### src/rtl/fft_bfly_combine.sv
// Radix-2 butterfly combiner: queues A, emits A+W*B / A-W*B on product.
// Ports: clk, reset_n, A in (in_*), product in (prod_*), X0/X1 out, flags.
module fft_bfly_combine #(
  parameter int DATA_FFT_SIZE = 16,
  parameter int SIZE_DATA_FI  = 6,
  parameter     COMPENS_FP    = "false",
  parameter     SCALE         = "none",
  parameter int FIFO_DEPTH    = 8,
  localparam int WP = (COMPENS_FP == "add") ?
                      DATA_FFT_SIZE + 1 : DATA_FFT_SIZE,
  localparam int WO = (SCALE == "half") ? WP : WP + 1
) (
  input  logic          clk,
  input  logic          reset_n,
  input  logic          in_valid,
  input  logic [DATA_FFT_SIZE-1:0] in_top_i,
  input  logic [DATA_FFT_SIZE-1:0] in_top_q,
  input  logic          prod_valid,
  input  logic [WP-1:0] prod_i,
  input  logic [WP-1:0] prod_q,
  output logic          out_valid,
  output logic [WO-1:0] out_sum_i,
  output logic [WO-1:0] out_sum_q,
  output logic [WO-1:0] out_dif_i,
  output logic [WO-1:0] out_dif_q,
  output logic          out_last,
  output logic          err_overflow,
  output logic          err_underflow
);

  localparam int D  = DATA_FFT_SIZE;
  localparam int AW = $clog2(FIFO_DEPTH);
  localparam int CW = SIZE_DATA_FI - 1;
  localparam bit ADD  = (COMPENS_FP == "add");
  localparam bit HALF = (SCALE == "half");

  logic [2*D-1:0] mem [FIFO_DEPTH];
  logic [AW-1:0]  wr_ptr;
  logic [AW-1:0]  rd_ptr;
  logic [AW:0]    level;
  logic [CW-1:0]  pair_cnt;

  logic full;
  logic empty;
  logic push;
  logic pop;

  assign full  = (level == (AW+1)'(FIFO_DEPTH));
  assign empty = (level == '0);
  assign pop   = prod_valid & ~empty;
  // A full FIFO still accepts A when the same cycle frees a slot.
  assign push  = in_valid & (~full | pop);

  always_ff @(posedge clk) begin
    if (push) mem[wr_ptr] <= {in_top_i, in_top_q};
  end

  logic [D-1:0] a_i;
  logic [D-1:0] a_q;
  assign a_i = mem[rd_ptr][2*D-1:D];
  assign a_q = mem[rd_ptr][D-1:0];

  logic [WP-1:0] al_i;
  logic [WP-1:0] al_q;

  // "add" products carry one extra fractional bit, so A moves up by one.
  if (ADD) begin : g_al_add
    assign al_i = {a_i, 1'b0};
    assign al_q = {a_q, 1'b0};
  end else begin : g_al_pass
    assign al_i = a_i;
    assign al_q = a_q;
  end

  logic [WP:0] s_i;
  logic [WP:0] s_q;
  logic [WP:0] d_i;
  logic [WP:0] d_q;

  assign s_i = {al_i[WP-1], al_i} + {prod_i[WP-1], prod_i};
  assign s_q = {al_q[WP-1], al_q} + {prod_q[WP-1], prod_q};
  assign d_i = {al_i[WP-1], al_i} - {prod_i[WP-1], prod_i};
  assign d_q = {al_q[WP-1], al_q} - {prod_q[WP-1], prod_q};

  logic [WO-1:0] r_si;
  logic [WO-1:0] r_sq;
  logic [WO-1:0] r_di;
  logic [WO-1:0] r_dq;

  if (HALF) begin : g_half
    // Round half up, then drop the guard bit; |full| < 2^WP keeps it exact.
    function automatic logic [WP-1:0] rnd(input logic [WP:0] x);
      logic [WP+1:0] t;
      t = {x[WP], x} + (WP+2)'(1);
      return t[WP:1];
    endfunction
    assign r_si = rnd(s_i);
    assign r_sq = rnd(s_q);
    assign r_di = rnd(d_i);
    assign r_dq = rnd(d_q);
  end else begin : g_full
    assign r_si = s_i;
    assign r_sq = s_q;
    assign r_di = d_i;
    assign r_dq = d_q;
  end

  always_ff @(posedge clk or negedge reset_n) begin
    if (!reset_n) begin
      wr_ptr        <= '0;
      rd_ptr        <= '0;
      level         <= '0;
      pair_cnt      <= '0;
      out_valid     <= 1'b0;
      out_last      <= 1'b0;
      out_sum_i     <= '0;
      out_sum_q     <= '0;
      out_dif_i     <= '0;
      out_dif_q     <= '0;
      err_overflow  <= 1'b0;
      err_underflow <= 1'b0;
    end else begin
      wr_ptr    <= wr_ptr + AW'(push);
      rd_ptr    <= rd_ptr + AW'(pop);
      level     <= level + (AW+1)'(push) - (AW+1)'(pop);
      out_valid <= pop;
      out_last  <= pop & (&pair_cnt);
      if (pop) begin
        out_sum_i <= r_si;
        out_sum_q <= r_sq;
        out_dif_i <= r_di;
        out_dif_q <= r_dq;
        pair_cnt  <= pair_cnt + CW'(1);
      end
      if (in_valid & full & ~pop) err_overflow <= 1'b1;
      if (prod_valid & empty)     err_underflow <= 1'b1;
    end
  end

endmodule

### config.mk
export PLATFORM = sky130hd
export DESIGN_NAME = fft_bfly_combine
export DESIGN_NICKNAME = d
export VERILOG_FILES = /design/src/rtl/fft_bfly_combine.sv
export SDC_FILE = /design/constraint.sdc
export NUM_CORES = 1
export LEC_CHECK = 0
export BUFFER_PORTS_ARGS = -buffer_cell sky130_fd_sc_hd__buf_2
export CORE_MARGIN = 2
export CORE_UTILIZATION = 54
export CTS_CLUSTER_DIAMETER = 120
export CTS_CLUSTER_SIZE = 28
export DETAILED_ROUTE_END_ITERATION = 10
export PLACE_DENSITY = 0.74
export SLEW_MARGIN = 40
export SYNTH_ARGS = -nofsm -noshare
export SYNTH_HDL_FRONTEND = slang
export SYNTH_SLANG_ARGS = --single-unit
### constraint.sdc
create_clock -name clk -period 3.8 [get_ports clk]
set_input_delay 0.76 -clock clk [delete_from_list [all_inputs] [get_ports clk]]
set_output_delay 0.76 -clock clk [all_outputs]
set_load 0.02 [all_outputs]
# Yosys cells after proc, flatten, opt, wreduce, memory -nomap -nowiden

Memory sizes are Yosys's and may differ from the RTL's.
Cells that the tools add are included.

Flip-flop bits (word level): 87
Bits in writable memories: 256
Input bits: 68
Output and inout bits: 72
Word-level logic and storage cells: 37
Memories kept: 1

Add/subtract/negate cells: 9
Eq/ne operators: 1
Muxes and demuxes: 2
Bitwise operators: 10
Reduce and logical (&&, ||, !) cells: 2

Memory list:

| name | depth | width | rd ports | clocked after memory_dff | write ports | RTL line | RTL |
|---|---|---|---|---|---|---|---|
| mem  | 8     | 32    | 1        | 0                        | 1           | 37       | `logic [2*D-1:0] mem [FIFO_DEPTH];` |

Operators with widths:

| operator              | number |
|---|---|
| $add A16 B16 Y17      | 2 |
| $sub A16 B16 Y17      | 2 |
| $add A3 B1 Y3         | 2 |
| $and A1 B1 Y1         | 6 |
| $add A5 B1 Y5 const B | 1 |
| $reduce_and A5 Y1     | 1 |
| $add A4 B1 Y4         | 1 |
| $eq A4 B4 Y1 const B  | 1 |
| $logic_not A4 Y1      | 1 |
| $sub A4 B1 Y4         | 1 |
| $not A1 Y1            | 3 |
| $mux W1               | 2 |
| $or A1 B1 Y1          | 1 |

# Logic depth before layout (Yosys ltp)

Gate-level depths: netlist (run 1).

Depth in word-level cells: 7
Gate-level depth with buffers: 14

# Worst setup path before layout (run 1)

Ideal clock, no wire load.

Path type: input to register
Start point: in prod_valid
End point: mem mem[0][0] in the netlist's numbering, enable pin
Arrival: 3.328 ns
Setup slack: 0.011 ns
Stages: 6
Path buffers: 0
Cell sequence: nand2b_1 -> nand3_1 -> nand2_1 -> inv_1 -> nand2b_1 -> nor3_1

Cells in the longest elaborated chain, start to end: 5

RTL lines:

| element                       | RTL line | RTL |
|---|---|---|
| start: declaration            | 18       | `input logic prod_valid,` |
| $and A1 B1 Y1                 | 50       | `assign pop = prod_valid & ~empty;` |
| $or A1 B1 Y1                  | 52       | `assign push = in_valid & (~full \| pop);` |
| $and A1 B1 Y1                 | 52       |  |
| $mux W1                       | 55       | `if (push) mem[wr_ptr] <= {in_top_i, in_top_q};` |
| $mux W1 (implied by the code) | 55       |  |
| end: declaration              | 37       |  |

Every way passes these cells.

# Worst setup path in the final report (run 1)

Start point: reg rd_ptr[0]
End point: reg out_dif_q[15]

Cells in the longest elaborated chain, start to end: 2

RTL lines:

| element                  | RTL line | RTL |
|---|---|---|
| start: declaration       | 39       | `logic [AW-1:0] rd_ptr;` |
| start signal: assignment | 124      | `rd_ptr <= rd_ptr + AW'(pop);` |
| $mem_v2 Z8 W32           | -        |  |
| $sub A16 B16 Y17         | 83       | `assign d_q = {al_q[WP-1], al_q} - {prod_q[WP-1], prod_q};` |
| end signal: assignment   | 132      | `out_dif_q <= r_dq;` |
| end: declaration         | 25       | `output logic [WO-1:0] out_dif_q,` |

Every way passes these cells.
A chain may end at the register's enable or synchronous reset.

==> reports/results.ini, run 1 <==
[synthesis]
ys_warn_count=0
synth-async-reset-ratio=0.249
avgSynthCellArea_sq_um=14.4
synth_cells=1105
ys_seq_area_frac=0.617
synth.cell_area_sq_um=15900
syn-num-nets=1260
ys_ff_latch=341
synth_ff_type=edfxtp_1
synth_cell_types=63
synth_edf_count=256

[final_layout]
final_util=0.621
area_delta_synth_final_pct=12.7
fill_cells=2163
layout-drive-gt1-share=0.257
nets=1428
stdcell_count=1668

[clock_tree]
cts_tree=yes
insertion_delay_ps=520
cts-root-buf=clkbuf_16
htreeDepth=1
cts_buffers=16
clk_pin_slew_ps=110
hold_buffers=0
cts.path.max_buffers=3
clock-sinks=341

[flow_run]
maxCapViolCount=0

[sta]
grt_setup_unrepaired=no
tightestPinTransition_ps=608
tns_ps=0
hold_viol_final=0
skew_ps=30.9
finalMaxSlewViolations=0
finalCritPeriodShare=0.941
period_minus_slack_ps=3580
max_freq_mhz=280
slew_headroom=0.595
finalSetupViolCount=0
setup_ws_ps=223

[die]
die_h_um=176
dieArea_sq_um=30800
ioPinCount=140
fp-row-count=62
die_w_um=176
initial_utilization=0.551
core-area_sq_um=28900

[grt]
first_global_vias=9222
met1_usage=0.319
grt_max_degree=68
grt-ovfl-total=0
grt_util_all_layers=0.213
use_met3=0.0310
antenna_found_initial=5
grt_use_met2=0.339
grt_pass1_wl_um=51200
grt-busiest-layer=met2

[detailed_routing]
drc=0
wl_per_cell_um=19.7
drt_iter0_markers=708
wirelength_um=32800
ant_nets=0
vias=9531
viasPerCell=5.71
dr.pass1.iters=5

[power]
p_leak_nw=7.01
powerDensity_nw_per_um2=906
peakVddDrop_mv=0.390

[placed_design]
port_buffers=139
dpl.cell_count=1631
post-place-ws_ps=163
dp_hpwl_um=22100
gp_congestion=0.853

[worst_setup_path]
crit_type=reg -> reg
cp.required_ps=4250
critPathCaptureType=register
reg2reg_slack_ps=220
critical_path_arrival_ps=4020
cp-start-kind=register
crit_fanout=9

[worst_hold_path]
hold_path_class=in -> async

[run_status]
outcome=finished clean

metrics by stage:
step	hold slack [ps]	power, mW	area, sq um
floorplan	438	11.5	15900
global placement	446	14.0	17300
detailed placement	454	14.2	17300
CTS	360	16.2	17900
global route	255	17.4	17900
finish	214	16.2	17900
critical path: stages, from the launching register on:
cell	delay, ps
dfrtp_4	520
buf_4	140
mux4_2	500
mux2i_1	380
inv_1	180
ha_1	320
nand2b_1	90
a21oi_1	270
a41oi_1	180
o21ai_1	260
a31oi_1	160
a2111o_1	430
nand3_1	70
state kept, by name (all words and copies together), names as in the netlist:
name / cells
err_overflow: 1
err_underflow: 1
level: 4
mem: 256
out_dif_i: 16
out_dif_q: 16
out_last: 1
out_sum_i: 17
out_sum_q: 17
out_valid: 1
pair_cnt: 5
rd_ptr: 3
wr_ptr: 3
area by class of cell:
| class | instances | area [sq um] | share of cell area |
|---|---|---|---|
| Sequential cell | 341 | 9820 | 0.548 |
| Multi-Input combinational cell | 641 | 5660 | 0.316 |
| Timing Repair Buffer | 199 | 1180 | 0.0657 |
| Tap cell | 384 | 480 | 0.0268 |
| Clock buffer | 26 | 459 | 0.0256 |
| Inverter | 74 | 278 | 0.0155 |
| Clock inverter | 2 | 50.0 | 0.00279 |
| Antenna cell | 1 | 2.50 | 0.000140 |
cell usage after synthesis (4+ instances only):
cell type / instances / share of area
a21o_1: 14 / 0.0066
a21oi_1: 47 / 0.015
a31oi_1: 9 / 0.0035
a41oi_1: 4 / 0.0022
and3_1: 5 / 0.0020
buf_1: 6 / 0.0014
buf_2: 12 / 0.0038
clkbuf_1: 28 / 0.0066
dfrtp_1: 85 / 0.13
edfxtp_1: 256 / 0.48
fa_1: 5 / 0.0063
ha_1: 82 / 0.065
inv_1: 73 / 0.017
mux2_2: 28 / 0.020
mux2i_1: 5 / 0.0031
mux4_2: 64 / 0.091
nand2_1: 84 / 0.020
nand2b_1: 15 / 0.0059
nand3_1: 14 / 0.0044
nor2_1: 39 / 0.0092
nor2b_1: 6 / 0.0024
nor3_1: 12 / 0.0038
nor4_1: 4 / 0.0016
o211ai_1: 4 / 0.0019
o21a_1: 5 / 0.0024
o21ai_0: 70 / 0.022
o21ai_1: 9 / 0.0028
o21bai_1: 10 / 0.0047
o31ai_1: 5 / 0.0024
or3_1: 5 / 0.0020
xnor2_1: 42 / 0.023
xor2_1: 12 / 0.0066
kinds of logic (layout without fill, tap and decap cells):
| group | count (synthesis) | after routing | share of synthesized area |
|---|---|---|---|
| muxes | 97 | 97 | 0.114 |
| other | 0 | 1 | 0 |
| AOI/OAI and AO/OA | 209 | 209 | 0.0825 |
| and+or+nand+nor | 194 | 194 | 0.0554 |
| xor gates and xnor gates | 54 | 54 | 0.0297 |
| buffers and inverters | 123 | 301 | 0.0309 |
| adders and majority gates | 87 | 87 | 0.0708 |
| DFF | 341 | 341 | 0.617 |
worst paths after layout:
check	start	to	cells past startpoint
min	reset_n	out_dif_q[7]	1
max in group asynchronous	reset_n	out_dif_i[5]	2
min reg2reg	pair_cnt[3]	pair_cnt[3]	1
max	rd_ptr[0]	out_dif_q[15]	12
max reg2reg	rd_ptr[0]	out_dif_q[15]	12
min in group clk	pair_cnt[3]	pair_cnt[3]	1
placed cells by master, fill, tap and decap left out, types with 6 or more instances in the layout:
cell and n:
a21oi_1 47, clkbuf_1 9, buf_4 58, edfxtp_1 256, xnor2_1 42, xor2_1 12
dfrtp_1 83, mux4_2 64, nand3_1 14, inv_1 73, nor2_1 33, nor2b_1 6
clkbuf_16 17, o21bai_1 10, nand2_1 83, ha_1 82, a31oi_1 9, a21o_1 14
o21ai_0 70, nor3_1 10, o21ai_1 9, buf_2 138, nand2b_1 15, mux2_2 28
routing by layer:
metal,wire [um],part of all wire
met1,15000,0.46
met3,2020,0.062
met5,54,0.0016
met2,15300,0.47
met4,413,0.013
power by group:
| group | internal, mW | switching [mW] | leakage, nW |
|---|---|---|---|
| combinational | 3.88 | 4.96 | 3.42 |
| sequential | 4.93 | 0.446 | 3.35 |
| clock | 0.926 | 1.10 | 0.244 |
| total | 9.73 | 6.51 | 7.01 |
what timing repair did:
action                                  in CTS  in global routing
gates resized for setup                      0                  1
buffers inserted                             0                  8
endpoints found under the setup margin       0                 12
Power figures use the tool's default switching activity.
==> run 2, diff against run 1 <==
--- a/config.mk
+++ b/config.mk
@@ -7,11 +7,11 @@
 export LEC_CHECK = 0
 export BUFFER_PORTS_ARGS = -buffer_cell sky130_fd_sc_hd__buf_2
 export CORE_MARGIN = 2
-export CORE_UTILIZATION = 54
+export CORE_UTILIZATION = 60
 export CTS_CLUSTER_DIAMETER = 120
 export CTS_CLUSTER_SIZE = 28
 export DETAILED_ROUTE_END_ITERATION = 10
-export PLACE_DENSITY = 0.74
+export PLACE_DENSITY = 0.78
 export SLEW_MARGIN = 40
 export SYNTH_ARGS = -nofsm -noshare
 export SYNTH_HDL_FRONTEND = slang
==> constraint.sdc (replaced) <==
create_clock -name clk -period 3.65 [get_ports clk]
set_input_delay 0.73 -clock clk [delete_from_list [all_inputs] [get_ports clk]]
set_output_delay 0.73 -clock clk [all_outputs]
set_load 0.02 [all_outputs]
==> run 2 against run 1 <==
Critical path depth shrank 1. Clock power grew 3%. Critical endpoint is now out_dif_i[14]. Die area fell by 9.8%. Highest routed layer is now met4. Largest power group unchanged.
==> reports/results.ini, run 2 (same netlist as run 1, synthesis figures left out) <==
[clock_tree]
cts_buffers=16
clock-sinks=341
cts_tree=yes
cts-root-buf=clkbuf_16
hold_buffers=0
htreeDepth=1
clk_pin_slew_ps=110
cts.path.max_buffers=3
insertion_delay_ps=520

[final_layout]
largest_reg_flops=256
final_common_cell=edfxtp_1
largestRegisters=mem (256), out_sum_i (17), out_sum_q (17)
largest_register=mem
final_cell_mix=256 x edfxtp_1, 138 x buf_2, 83 x nand2_1, 83 x dfrtp_1, 80 x ha_1
final_util=0.688
nets=1426
layout-drive-gt1-share=0.263
area_delta_synth_final_pct=12.7

[sta]
fin_hold_ws_ps=226
max_freq_mhz=284
hold_viol_final=0
finalCritPeriodShare=0.965
tns_ps=0
grt_setup_unrepaired=yes
skew_ps=19.8
slew_headroom=0.569
tightestPinTransition_ps=647
finalSetupViolCount=0
finalMaxSlewViolations=0
period_minus_slack_ps=3520

[die]
ioPinCount=140
core-area_sq_um=26100
fp-row-count=59
die_w_um=167
die_h_um=167
dieArea_sq_um=27800
initial_utilization=0.610

[grt]
grt-ovfl-total=0
grt_pass1_wl_um=52500
grt_util_all_layers=0.242
first_global_vias=9553
antenna_found_initial=0
grt_max_degree=70

[detailed_routing]
viasPerCell=5.92
dr.pass1.iters=5
ant_nets=0
wirelength_um=33400
vias=9573
drt_iter0_markers=821
wl_per_cell_um=20.7
drc=0

[power]
p_sw_mw=6.92
p_int_mw=10.2
powerDensity_nw_per_um2=953
p_comb_frac=0.550
p_sw_frac=0.405
p_leak_nw=7.00
pwr-share-clk=0.123
seq_power_share=0.327
peakVddDrop_mv=0.804

[worst_setup_path]
crit_family=compound AO/OA/AOI/OAI gates
cp.depth=11
crit_type=reg -> reg
critPathCaptureType=register
cpPeakStageDelay_ps=550
crit_end=out_dif_i[14]
r2r-end=out_dif_i[14]
cpMaxStageDelayCell=dfrtp_4
r2r_cells=11
critPathLaunch=rd_ptr[0]
path_buf_inv=1
cp-start-kind=register
path_cells=buf_4 -> mux4_2 -> mux2_2 -> ha_1 -> o21ai_0 -> o21bai_1 -> a21o_1 -> a221o_1 -> a31oi_4 -> xnor2_1 -> o21ai_1
critical_path_arrival_ps=3920
cp.required_ps=4050
crit_fanout=11
r2r_start=rd_ptr[0]
reg2reg_slack_ps=130

[flow_run]
maxCapViolCount=0

[placed_design]
gp_congestion=0.855
dp_hpwl_um=22700
port_buffers=139

[worst_hold_path]
hold_path_class=in -> async

[run_status]
outcome=finished clean

[run 2: area by class of cell]
| class | instances | area (sq um) |
|---|---|---|
| flip-flops and latches | 341 | 9820 |
| diodes | 2 | 5.00 |
| well taps | 335 | 419 |
| fillers | 1785 | 8140 |
| repair buffers | 197 | 1180 |
| inverters | 74 | 278 |
| clock buffers | 25 | 434 |
| clock inverters | 3 | 66.3 |
| multi-input cells | 641 | 5710 |
[run 2: how the worst min path moves through the flow]
stage | start | cells after the start | slack, ps | end
floorplan | reset_n | 0 | 430 | err_overflow
global placement | err_underflow | 1 | 450 | err_underflow
detailed placement | err_underflow | 1 | 450 | err_underflow
CTS | reset_n | 1 | 240 | out_dif_q[11]
global route | reset_n | 1 | 270 | out_dif_q[4]
finish | reset_n | 1 | 230 | out_dif_q[4]
[run 2: stage by stage]
step / area (sq um) / cells / setup WS, ps / power [mW]
after global routing: 17900 / 1616 / -32.9 / 18.2
final: 17900 / 1618 / 128 / 17.1
after detailed placement: 17300 / 1584 / 35.7 / 14.9
after floorplan: 15900 / 1105 / 16.9 / 12.0
after global placement: 17300 / 1584 / 69.9 / 14.7
after CTS: 17800 / 1612 / 26.2 / 17.0
[run 2: repair_timing]
item,in CTS,in global routing
endpoints found under the hold margin,0,0
buffers inserted,0,4
setup endpoints to repair,0,24
resized for setup,0,11
[run 2: layer usage]
metal | routed length [um] | track usage | vias up
met5 | 0 | 0 | -
met3 | 2020 | 0.0285 | 51
li1 | - | - | 4444
met2 | 16000 | 0.397 | 349
met4 | 743 | 0.0555 | 0
met1 | 14700 | 0.354 | 4729
[run 2: power by group through the flow]
stage | clock network (mW) | registers, mW | logic [mW]
2_1_floorplan | 0 | 5.98 | 6.02
3_3_place_gp | 0 | 5.64 | 9.01
3_5_place_dp | 0 | 5.69 | 9.17
4_1_cts | 2.15 | 5.61 | 9.23
5_1_grt | 2.26 | 5.67 | 10.3
6_report | 2.10 | 5.59 | 9.39
==> run 3, diff against run 2 <==
--- a/config.mk
+++ b/config.mk
@@ -6,12 +6,13 @@
 export NUM_CORES = 1
 export LEC_CHECK = 0
 export BUFFER_PORTS_ARGS = -buffer_cell sky130_fd_sc_hd__buf_2
-export CORE_MARGIN = 2
-export CORE_UTILIZATION = 60
+export CELL_PAD_IN_SITES_DETAIL_PLACEMENT = 0
+export CELL_PAD_IN_SITES_GLOBAL_PLACEMENT = 1
+export CORE_UTILIZATION = 50
 export CTS_CLUSTER_DIAMETER = 120
 export CTS_CLUSTER_SIZE = 28
 export DETAILED_ROUTE_END_ITERATION = 10
-export PLACE_DENSITY = 0.78
+export PLACE_DENSITY_LB_ADDON = 0.1
 export SLEW_MARGIN = 40
 export SYNTH_ARGS = -nofsm -noshare
 export SYNTH_HDL_FRONTEND = slang
==> run 3 against run 2 <==
Utilization decreased by 10 points. Combinational power increased by 2.2%. Sequential power decreased by 1%. Via count decreased by 2.9%. Clock skew decreased by 2.2 ps. Critical path depth unchanged. Final cell count increased by 4.4%. Cell area increased by 0.71%. Critical path type unchanged. Register-to-register slack improved by 40 ps. Worst setup slack improved by 35 ps.
==> reports/results.ini, run 3 (same netlist as run 1, synthesis figures left out) <==
[final_layout]
largest_reg_flops=256
layout-drive-gt1-share=0.269
largestRegisters=mem (256), out_sum_i (17), out_sum_q (17)
final_common_cell=edfxtp_1
final_cell_mix=256 x edfxtp_1, 138 x buf_2, 83 x nand2_1, 83 x dfrtp_1, 81 x ha_1
area_delta_synth_final_pct=13.5
nets=1437
largest_register=mem

[grt]
grt_pass1_wl_um=52800
first_global_vias=9204
grt-ovfl-total=0
grt_max_degree=69
grt_util_all_layers=0.212
antenna_found_initial=3

[run_status]
outcome=finished clean

[clock_tree]
hold_buffers=0
cts_buffers=16
cts_tree=yes
clk_pin_slew_ps=110
cts-root-buf=clkbuf_16
clock-sinks=341
cts.path.max_buffers=3
insertion_delay_ps=530
htreeDepth=1

[detailed_routing]
drt_iter0_markers=448
top_layer_used=met4
met2WireLength_um=15700
met1_length_um=16700
ant_nets=0
viasPerCell=5.50
wirelength_um=34000
wl_per_cell_um=20.1
drc=0
vias=9300
route.met3.wl_um=1060
dr.pass1.iters=5

[worst_setup_path]
crit_fanout=10
crit_type=reg -> reg
path_cells=buf_12 -> buf_4 -> mux4_2 -> mux2_2 -> ha_1 -> o21ai_0 -> a31oi_1 -> a221o_1 -> a31oi_4 -> o211ai_1 -> a31oi_1
critical_path_arrival_ps=3950
critPathCaptureType=register
cpMaxStageDelayCell=dfrtp_4
crit_top_cell=a31oi_1
cpPeakStageDelay_ps=540
cp.required_ps=4110
cp-start-kind=register

[sta]
period_minus_slack_ps=3490
slew_headroom=0.604
hold_viol_final=0
tns_ps=0
max_freq_mhz=287
tightestPinTransition_ps=593
fin_hold_ws_ps=170
grt_setup_unrepaired=yes
skew_ps=17.6
finalCritPeriodShare=0.955
finalMaxSlewViolations=0
finalSetupViolCount=0

[placed_design]
dp_hpwl_um=23000
gp_congestion=0.875
port_buffers=139

[die]
core-area_sq_um=30900
die_w_um=180
dieArea_sq_um=32500
fp-row-count=64
die_h_um=180
ioPinCount=140
initial_utilization=0.515

[power]
peakVddDrop_mv=0.431
total_power_mw=17.2
p_leak_nw=7.05
powerDensity_nw_per_um2=951

[worst_hold_path]
hold_path_class=in -> async

[flow_run]
maxCapViolCount=0

[run 3: per-layer routing]
layer / vias up / GRT usage
met5: - / 0
met4: 0 / 0.0417
met3: 30 / 0.0232
met2: 174 / 0.333
met1: 4631 / 0.321
li1: 4465 / -
[run 3: worst paths after layout]
kind,to,cells past startpoint,startpoint,slack (ps)
max in group asynchronous,level[1],2,reset_n,2810
max reg2reg,out_dif_i[16],11,rd_ptr[0],160
min in group clk,err_overflow,2,in_valid,450
max,out_dif_i[16],11,rd_ptr[0],160
min,out_sum_q[6],1,reset_n,170
min reg2reg,err_underflow,1,err_underflow,480
[run 3: final cells by class]
| type | instances | area, sq um |
|---|---|---|
| Inverter | 74 | 278 |
| Fill cell | 2553 | 12900 |
| Sequential cell | 341 | 9820 |
| Clock buffer | 23 | 427 |
| Clock inverter | 4 | 43.8 |
| Multi-Input combinational cell | 641 | 5700 |
| Tap cell | 396 | 495 |
| Timing Repair Buffer | 208 | 1270 |
| Antenna cell | 3 | 7.51 |
[run 3: critical path, delay by kind of cell, from the launching register on]
family | cells | cell delay (ps)
compound gates | 6 | 1350
buf+inv | 2 | 320
mux | 2 | 820
fa+ha+maj | 1 | 400
flops | 1 | 540
[run 3: timing repair]
action                     4_1_cts  5_1_grt
setup endpoints to repair        0       19
hold endpoints to repair         0        0
gates resized for setup          0        9
buffers inserted                 0        6
[run 3: through the flow]
stage / setup WS, ps / cell area (sq um) / std cells / utilization
floorplan: 16.9 / 15900 / 1105 / -
global placement: -3.62 / 17500 / 1654 / 0.566
detailed placement: 20.1 / 17500 / 1654 / 0.566
CTS: 19.3 / 18000 / 1681 / 0.581
global route: -9.44 / 18000 / 1689 / 0.584
finish: 163 / 18000 / 1690 / 0.584
[run 3: report_power, final]
part | switching [mW] | internal, mW
clock network | 1.19 | 0.851
registers | 0.394 | 5.13
logic | 5.40 | 4.20
total | 6.98 | 10.2
